`src/rtl/regfile_wb_arbiter_pkg.sv`:
```
// Shared types for the register-file writeback arbiter.
package regfile_wb_arbiter_pkg;

    localparam int WB_DATA_W = 32;
    localparam int WB_ADDR_W = 5;
    localparam int WB_BE_W   = WB_DATA_W / 8;

    // One register-file write: destination, data, active-low byte enables.
    typedef struct packed {
        logic [WB_ADDR_W-1:0] addr;
        logic [WB_DATA_W-1:0] data;
        logic [WB_BE_W-1:0]   be_n;
    } wb_req_t;

    // Byte-enable pattern meaning "write nothing".
    localparam logic [WB_BE_W-1:0] BE_NONE = '1;

    typedef enum logic {
        NORMAL = 1'b0,
        FORCE  = 1'b1
    } arb_state_e;

    // Register 0 is hard-wired and an all-ones enable writes no byte, so
    // either makes the request a null write that never occupies the port.
    function automatic logic is_real(input wb_req_t r);
        return (r.addr != '0) && (r.be_n != BE_NONE);
    endfunction

endpackage

```
`src/rtl/wb_sec_fifo.sv`:
```
// Small synchronous FIFO holding buffered secondary writebacks.
// Exposes per-entry address taps and valid flags for hazard compares.
module wb_sec_fifo
    import regfile_wb_arbiter_pkg::*;
#(
    parameter int DEPTH = 2
) (
    input  logic                              clk,
    input  logic                              rst,
    input  logic                              push_i,
    input  logic                              pop_i,
    input  wb_req_t                           din_i,
    output wb_req_t                           dout_o,
    output logic                              full_o,
    output logic                              empty_o,
    output logic [$clog2(DEPTH):0]            count_o,
    output logic [DEPTH-1:0][WB_ADDR_W-1:0]   tap_addr_o,
    output logic [DEPTH-1:0]                  tap_valid_o
);

    localparam int PW = $clog2(DEPTH);
    localparam int CW = PW + 1;

    wb_req_t         mem_q [DEPTH];
    logic [PW-1:0]   rd_ptr_q;
    logic [PW-1:0]   wr_ptr_q;
    logic [CW-1:0]   count_q;
    logic [PW-1:0]   off;

    // Pointer and occupancy update; reset drops every buffered entry.
    always_ff @(posedge clk) begin
        if (rst) begin
            rd_ptr_q <= '0;
            wr_ptr_q <= '0;
            count_q  <= '0;
        end else begin
            if (push_i) wr_ptr_q <= wr_ptr_q + 1'b1;
            if (pop_i)  rd_ptr_q <= rd_ptr_q + 1'b1;
            case ({push_i, pop_i})
                2'b10:   count_q <= count_q + 1'b1;
                2'b01:   count_q <= count_q - 1'b1;
                default: count_q <= count_q;
            endcase
        end
    end

    // Storage needs no reset: occupancy alone decides which entries are live.
    always_ff @(posedge clk) begin
        if (push_i) mem_q[wr_ptr_q] <= din_i;
    end

    assign dout_o  = mem_q[rd_ptr_q];
    assign full_o  = (count_q == CW'(DEPTH));
    assign empty_o = (count_q == '0);
    assign count_o = count_q;

    // An entry is live when its distance from the read pointer is below the count.
    always_comb begin
        off         = '0;
        tap_valid_o = '0;
        tap_addr_o  = '0;
        for (int i = 0; i < DEPTH; i++) begin
            off            = PW'(i) - rd_ptr_q;
            tap_valid_o[i] = ({1'b0, off} < count_q);
            tap_addr_o[i]  = mem_q[i].addr;
        end
    end

endmodule

```
`src/rtl/regfile_wb_arbiter.sv`:
```
// Arbitrates the single register-file write port between the pipeline
// writeback (primary) and a buffered multi-cycle unit (secondary).
// Optional macro WB_ARB_HAZARD_EN enables the rs/rt pending-write compare.
//
// state  | meaning
// NORMAL | primary wins the port, buffered head drains in idle slots
// FORCE  | one-cycle pipeline stall, buffered head takes the port
module regfile_wb_arbiter
    import regfile_wb_arbiter_pkg::*;
#(
    // The request struct is sized by the package; keep these equal to it.
    parameter int DATA_WIDTH   = WB_DATA_W,
    parameter int ADDR_WIDTH   = WB_ADDR_W,
    parameter int FIFO_DEPTH   = 2,
    parameter int STARVE_LIMIT = 4
) (
    input  logic                    clk,
    input  logic                    rst,
    input  logic                    pri_valid,
    input  logic [ADDR_WIDTH-1:0]   pri_addr,
    input  logic [DATA_WIDTH-1:0]   pri_data,
    input  logic [DATA_WIDTH/8-1:0] pri_be_n,
    input  logic                    sec_valid,
    output logic                    sec_ready,
    input  logic [ADDR_WIDTH-1:0]   sec_addr,
    input  logic [DATA_WIDTH-1:0]   sec_data,
    input  logic [DATA_WIDTH/8-1:0] sec_be_n,
    output logic                    stall,
    output logic [ADDR_WIDTH-1:0]   rf_rd_addr,
    output logic [DATA_WIDTH-1:0]   rf_rd_in,
    output logic [DATA_WIDTH/8-1:0] rf_byte_w_en,
    input  logic [ADDR_WIDTH-1:0]   rs_addr,
    input  logic [ADDR_WIDTH-1:0]   rt_addr,
    output logic                    rs_hazard,
    output logic                    rt_hazard
);

    localparam int SW = (STARVE_LIMIT > 1) ? $clog2(STARVE_LIMIT) : 1;
    localparam int CW = $clog2(FIFO_DEPTH) + 1;

    arb_state_e  state_q, state_d;
    logic [SW-1:0] starve_q, starve_d;
    wb_req_t     rf_q;

    wb_req_t     pri_req;
    wb_req_t     sec_req;
    wb_req_t     head_req;
    wb_req_t     issue_req;
    logic        issue;
    logic        pri_real;
    logic        push;
    logic        pop;
    logic        fifo_full;
    logic        fifo_empty;
    logic [CW-1:0]                       fifo_count;
    logic [FIFO_DEPTH-1:0][WB_ADDR_W-1:0] tap_addr;
    logic [FIFO_DEPTH-1:0]               tap_valid;

    assign pri_req  = '{addr: pri_addr, data: pri_data, be_n: pri_be_n};
    assign sec_req  = '{addr: sec_addr, data: sec_data, be_n: sec_be_n};
    assign pri_real = pri_valid && is_real(pri_req);

    // Null secondary writes are accepted but never buffered, so every
    // FIFO entry is a real write.
    assign sec_ready = !fifo_full && !rst;
    assign push      = sec_valid && sec_ready && is_real(sec_req);

    wb_sec_fifo #(
        .DEPTH (FIFO_DEPTH)
    ) u_fifo (
        .clk         (clk),
        .rst         (rst),
        .push_i      (push),
        .pop_i       (pop),
        .din_i       (sec_req),
        .dout_o      (head_req),
        .full_o      (fifo_full),
        .empty_o     (fifo_empty),
        .count_o     (fifo_count),
        .tap_addr_o  (tap_addr),
        .tap_valid_o (tap_valid)
    );

    // Port grant, starvation tracking and next state.
    always_comb begin
        state_d   = state_q;
        starve_d  = starve_q;
        pop       = 1'b0;
        stall     = 1'b0;
        issue     = 1'b0;
        issue_req = pri_req;
        case (state_q)
            NORMAL: begin
                if (pri_real) begin
                    issue = 1'b1;
                    if (fifo_empty) begin
                        starve_d = '0;
                    end else if (starve_q == SW'(STARVE_LIMIT - 1)) begin
                        state_d  = FORCE;
                        starve_d = '0;
                    end else begin
                        starve_d = starve_q + 1'b1;
                    end
                end else if (!fifo_empty) begin
                    issue     = 1'b1;
                    issue_req = head_req;
                    pop       = 1'b1;
                    starve_d  = '0;
                end else begin
                    starve_d = '0;
                end
            end
            FORCE: begin
                stall    = 1'b1;
                starve_d = '0;
                state_d  = NORMAL;
                if (!fifo_empty) begin
                    issue     = 1'b1;
                    issue_req = head_req;
                    pop       = 1'b1;
                end
            end
            default: begin
                state_d  = NORMAL;
                starve_d = '0;
            end
        endcase
    end

    // Arbiter state register.
    always_ff @(posedge clk) begin
        if (rst) begin
            state_q  <= NORMAL;
            starve_q <= '0;
        end else begin
            state_q  <= state_d;
            starve_q <= starve_d;
        end
    end

    // Registered register-file write port; idle cycles present a no-write.
    // Data is held on idle cycles since the enables already block the write.
    always_ff @(posedge clk) begin
        if (rst) begin
            rf_q.addr <= '0;
            rf_q.data <= '0;
            rf_q.be_n <= BE_NONE;
        end else if (issue) begin
            rf_q <= issue_req;
        end else begin
            rf_q.addr <= '0;
            rf_q.be_n <= BE_NONE;
        end
    end

    assign rf_rd_addr   = rf_q.addr;
    assign rf_rd_in     = rf_q.data;
    assign rf_byte_w_en = rf_q.be_n;

`ifdef WB_ARB_HAZARD_EN
    logic rs_hit;
    logic rt_hit;
    logic rf_live;

    assign rf_live = (rf_q.be_n != BE_NONE);

    // Source index hits a buffered write or the write being committed now.
    always_comb begin
        rs_hit = rf_live && (rf_q.addr == rs_addr);
        rt_hit = rf_live && (rf_q.addr == rt_addr);
        for (int i = 0; i < FIFO_DEPTH; i++) begin
            if (tap_valid[i] && (tap_addr[i] == rs_addr)) rs_hit = 1'b1;
            if (tap_valid[i] && (tap_addr[i] == rt_addr)) rt_hit = 1'b1;
        end
    end

    assign rs_hazard = rs_hit && (rs_addr != '0);
    assign rt_hazard = rt_hit && (rt_addr != '0);

    logic unused_bits;
    assign unused_bits = ^fifo_count;
`else
    assign rs_hazard = 1'b0;
    assign rt_hazard = 1'b0;

    logic unused_bits;
    assign unused_bits = ^{fifo_count, tap_addr, tap_valid, rs_addr, rt_addr};
`endif

endmodule

```
`config.mk`:
```
export PLATFORM = sky130hd
export DESIGN_NAME = regfile_wb_arbiter
export DESIGN_NICKNAME = d
export VERILOG_FILES = /design/src/rtl/regfile_wb_arbiter_pkg.sv /design/src/rtl/wb_sec_fifo.sv /design/src/rtl/regfile_wb_arbiter.sv
export SDC_FILE = /design/constraint.sdc
export NUM_CORES = 1
export LEC_CHECK = 0
export BUFFER_PORTS_ARGS = -buffer_cell sky130_fd_sc_hd__buf_2
export CORE_UTILIZATION = 30
export DETAILED_ROUTE_END_ITERATION = 12
export PLACE_DENSITY = 0.47
export SYNTH_ARGS = -nofsm -noshare
export SYNTH_HDL_FRONTEND = slang
export SYNTH_SLANG_ARGS = --single-unit
export TNS_END_PERCENT = 50
```
`constraint.sdc`:
```
create_clock -name clk -period 3.4 [get_ports clk]
set_input_delay 0.17 -clock clk [delete_from_list [all_inputs] [get_ports clk]]
set_output_delay 0.17 -clock clk [all_outputs]
set_load 0.01 [all_outputs]
```
==> out/results.ini <==
[sta]
final_hold_viol_count = 0
slew_headroom_pct = 45.24
drv_slew = 0
setup-violations-final = 0
rsz0062_at_grt = false
fin_ws_ns = 1.178
final.period_utilization_pct = 65.34
fin_tns_setup_ns = 0
tightest_slew_ns = 0.8213
finalWorstPathRequiredPeriod_ns = 2.222
skew_ns = 0.005308
fmax_mhz = 450.1

[cells_and_area]
antennaDiodeCount = 0
final_nets = 690
multiInputGateArea_sq_mm = 0.001426
fill_cells = 1519
seqCellArea_sq_mm = 0.003445
drive_gt1_share_pct = 29.42
syn_to_final_growth_pct = 44.67

[routing]
totalWireLength_um = 11610
drt-initial-drc-count = 139
vias = 3627
drc = 0
drtAntennaViolNets = 0
dr.pass1.iters = 4
post_drt_wl_per_cell_um = 14.14
vias_per_cell = 4.418

[global_routing]
grt_overflow_total = 0
grt_max_degree = 48
grt_use_total_pct = 14.26
antenna_found_initial = 0
grt_pass1_vias = 3624
grt_pass1_wl_um = 18570

[setup_path]
path_max_fanout = 19
crit_path_top_delay_cell = nor2_4
worstPathRequired_ns = 3.51
startpoint = u_fifo.count_o[0]$_SDFFE_PP0P_
crit_type = reg2reg
r2r-start = u_fifo.count_o[0]$_SDFFE_PP0P_
reg2reg_depth = 5
path_cells = inv_1 > a21oi_1 > nand4_1 > nor2_4 > buf_4
arrival_ns = 2.33
cp-endpoint = u_fifo.mem_q[1][18]$_DFFE_PP_
reg2reg_slack_ns = 1.18
critPathLaunchType = register
slowest_delay_ns = 0.59
regToRegEndpoint = u_fifo.mem_q[1][18]$_DFFE_PP_
endpoint_kind = register

[pwr]
switching_share_pct = 26.58
fin_total_pwr_mw = 4.898
ir_worst_vdd_mv = 0.3358
p_leak_nw = 2.773
pwr-share-clk_pct = 39.1
combPwrFrac_pct = 20.3
power_switching_mw = 1.302
power.internal_mw = 3.596
cellPowerDensity_mw_per_mm2 = 676.9
p_seq_share_pct = 40.6

[synth]
synth_edf_count = 82
syn_area_sq_mm = 0.005002
ys_seq_area_share_pct = 68.83
yosysWarnings = 0
syn_avg_cell_area_sq_um = 12.86
synth_top_family_by_area = compound AO/OA/AOI/OAI gates
ys_seq_elements = 131
async_reset_ff_share_pct = 0
synth_cells = 389
synth-simple-area-share_pct = 8.454
synth_xor_area_share_pct = 0.3502
ys.flop_type = edfxtp_1
synth_fa_ha_area_share_pct = 0.5003
ys_types = 31
synth_compound_area_share_pct = 10.23
synth_mux_area_share_pct = 8.529

[floorplan]
pin_count = 141
rows = 46
dieArea_sq_mm = 0.01720
start_util_pct = 31.15
die_h_um = 131.1
coreArea_sq_mm = 0.01606
die_w_um = 131.1

[clock_tree]
cts.clk_slew.worst_paths_ns = 0.05
cts_tree = done
htree_levels = 4
cts_buffer_depth = 2
post_cts_buffers = 0
root_buffer = clkbuf_16
cts.sinks = 131
cts_buffers = 17
clock_latency_ns = 0.42

[placed_design]
post-dp-hpwl_um = 7348
gp_congestion = 0.7281
port_buffers = 128
pre_cts_slack_ns = 1.136

[worst_hold_path]
hp-start = pri_be_n[1]
min_path_type = in2reg

[outcome]
outcome = finished clean

[flow_run]
max_cap_viol_count = 0

[state kept, by name, summed over array words and instances (netlist names), named ones only]
name	flops
u_fifo.mem_q	82
rf_rd_in	32
rf_rd_addr	5
rf_byte_w_en	4
starve_q	2
u_fifo.count_o	2
state_q	1
u_fifo.rd_ptr_q	1
u_fifo.wr_ptr_q	1
[what timing repair did]
item	CTS	global route
hold endpoints to repair	115	0
resized for setup	0	0
hold buffers	74	0
[cells in the final DEF, fill, tap and decap left out, types with 3 or more instances in the layout]
cell type | netlist | final
mux2_2 | 5 | 5
dfxtp_1 | 49 | 48
buf_4 | 3 | 8
nand2_1 | 71 | 71
dlygate4sd3_1 | 0 | 74
o211ai_1 | 32 | 32
nand3_1 | 5 | 5
nor2_1 | 7 | 5
a21oi_1 | 41 | 41
bufinv_16 | 0 | 4
clkinv_2 | 0 | 5
nand4_1 | 3 | 3
clkbuf_16 | 0 | 17
nor3_1 | 6 | 6
buf_2 | 4 | 128
clkbuf_8 | 0 | 3
edfxtp_1 | 82 | 82
mux2i_1 | 37 | 37
a31oi_1 | 4 | 4
[worst min-delay path by stage]
stage | endpoint | slack [ns] | cells past startpoint
after floorplan | u_fifo.mem_q[0][0]$_DFFE_PP_ | 0.27 | 0
after global placement | u_fifo.mem_q[0][16]$_DFFE_PP_ | 0.36 | 1
after detailed placement | u_fifo.mem_q[1][34]$_DFFE_PP_ | 0.36 | 1
after CTS | rf_byte_w_en[1]$_SDFF_PP1_ | 0.03 | 3
after global routing | rf_byte_w_en[0]$_SDFF_PP1_ | 0.05 | 3
final | rf_byte_w_en[1]$_SDFF_PP1_ | 0.05 | 3
[power by group through the flow]
stage	registers [mW]	logic (mW)	clock network (mW)
3_5_place_dp	2.02	0.949	0
4_1_cts	1.99	1.02	1.96
6_report	1.99	0.995	1.91
3_3_place_gp	2.02	0.944	0
2_1_floorplan	2.02	0.630	0
5_1_grt	2.01	1.11	2.03
[worst max-delay path, delay by kind of cell, from the launching register on]
kind | cells | cell delay (ns)
AO/OA/AOI/OAI | 1 | 0.19
buffers and inverters | 2 | 0.41
flip-flops | 1 | 0.42
AND/OR/NAND/NOR | 2 | 0.90
[logic make-up after synthesis]
logic type / count (synthesis)
other: 1
DFF: 131
xor gates and xnor gates: 2
and+or+nand+nor: 100
adders and majority gates: 2
buffers and inverters: 30
muxes: 42
AOI/OAI and AO/OA: 81
[metal layers]
| metal | global-route usage, % | vias up | wire [um] |
|---|---|---|---|
| met4 | 6.797 | 0 | 244 |
| li1 | - | 1842 | - |
| met5 | 0 | - | 0 |
| met3 | 4.012 | 19 | 448 |
| met1 | 17.18 | 1679 | 5149 |
| met2 | 23.43 | 87 | 5769 |
[stage by stage]
| stage | cell area (sq um) | utilization, % | instances | hold WS (ns) |
|---|---|---|---|---|
| floorplan | 5006 | - | 390 | 0.2689 |
| global placement | 5869 | 36.55 | 715 | 0.3590 |
| detailed placement | 5869 | 36.55 | 715 | 0.3617 |
| CTS | 7237 | 45.07 | 821 | 0.02610 |
| global route | 7237 | 45.07 | 821 | 0.05250 |
| finish | 7237 | 45.07 | 821 | 0.05045 |
[Yosys cell counts (3+ instances only)]
| cell | instances | share of area (%) |
|---|---|---|
| a21oi_1 | 41 | 4.1 |
| a31oi_1 | 4 | 0.50 |
| buf_2 | 4 | 0.40 |
| buf_4 | 3 | 0.45 |
| buf_6 | 3 | 0.68 |
| clkbuf_1 | 18 | 1.4 |
| dfxtp_1 | 49 | 20 |
| edfxtp_1 | 82 | 49 |
| mux2_2 | 5 | 1.1 |
| mux2i_1 | 37 | 7.4 |
| nand2_1 | 71 | 5.3 |
| nand3_1 | 5 | 0.50 |
| nand4_1 | 3 | 0.38 |
| nor2_1 | 7 | 0.53 |
| nor3_1 | 6 | 0.60 |
| o211ai_1 | 32 | 4.8 |
[area by class of cell]
cell class / count / area share [%]
tap: 216 / 3.734
clock buffer: 21 / 6.501
sequential: 131 / 47.60
multi-input combinational: 229 / 19.71
inverter: 2 / 0.1037
clock inverter: 11 / 2.161
timing repair buffer: 211 / 20.19
(Power assumes the default switching activity.)
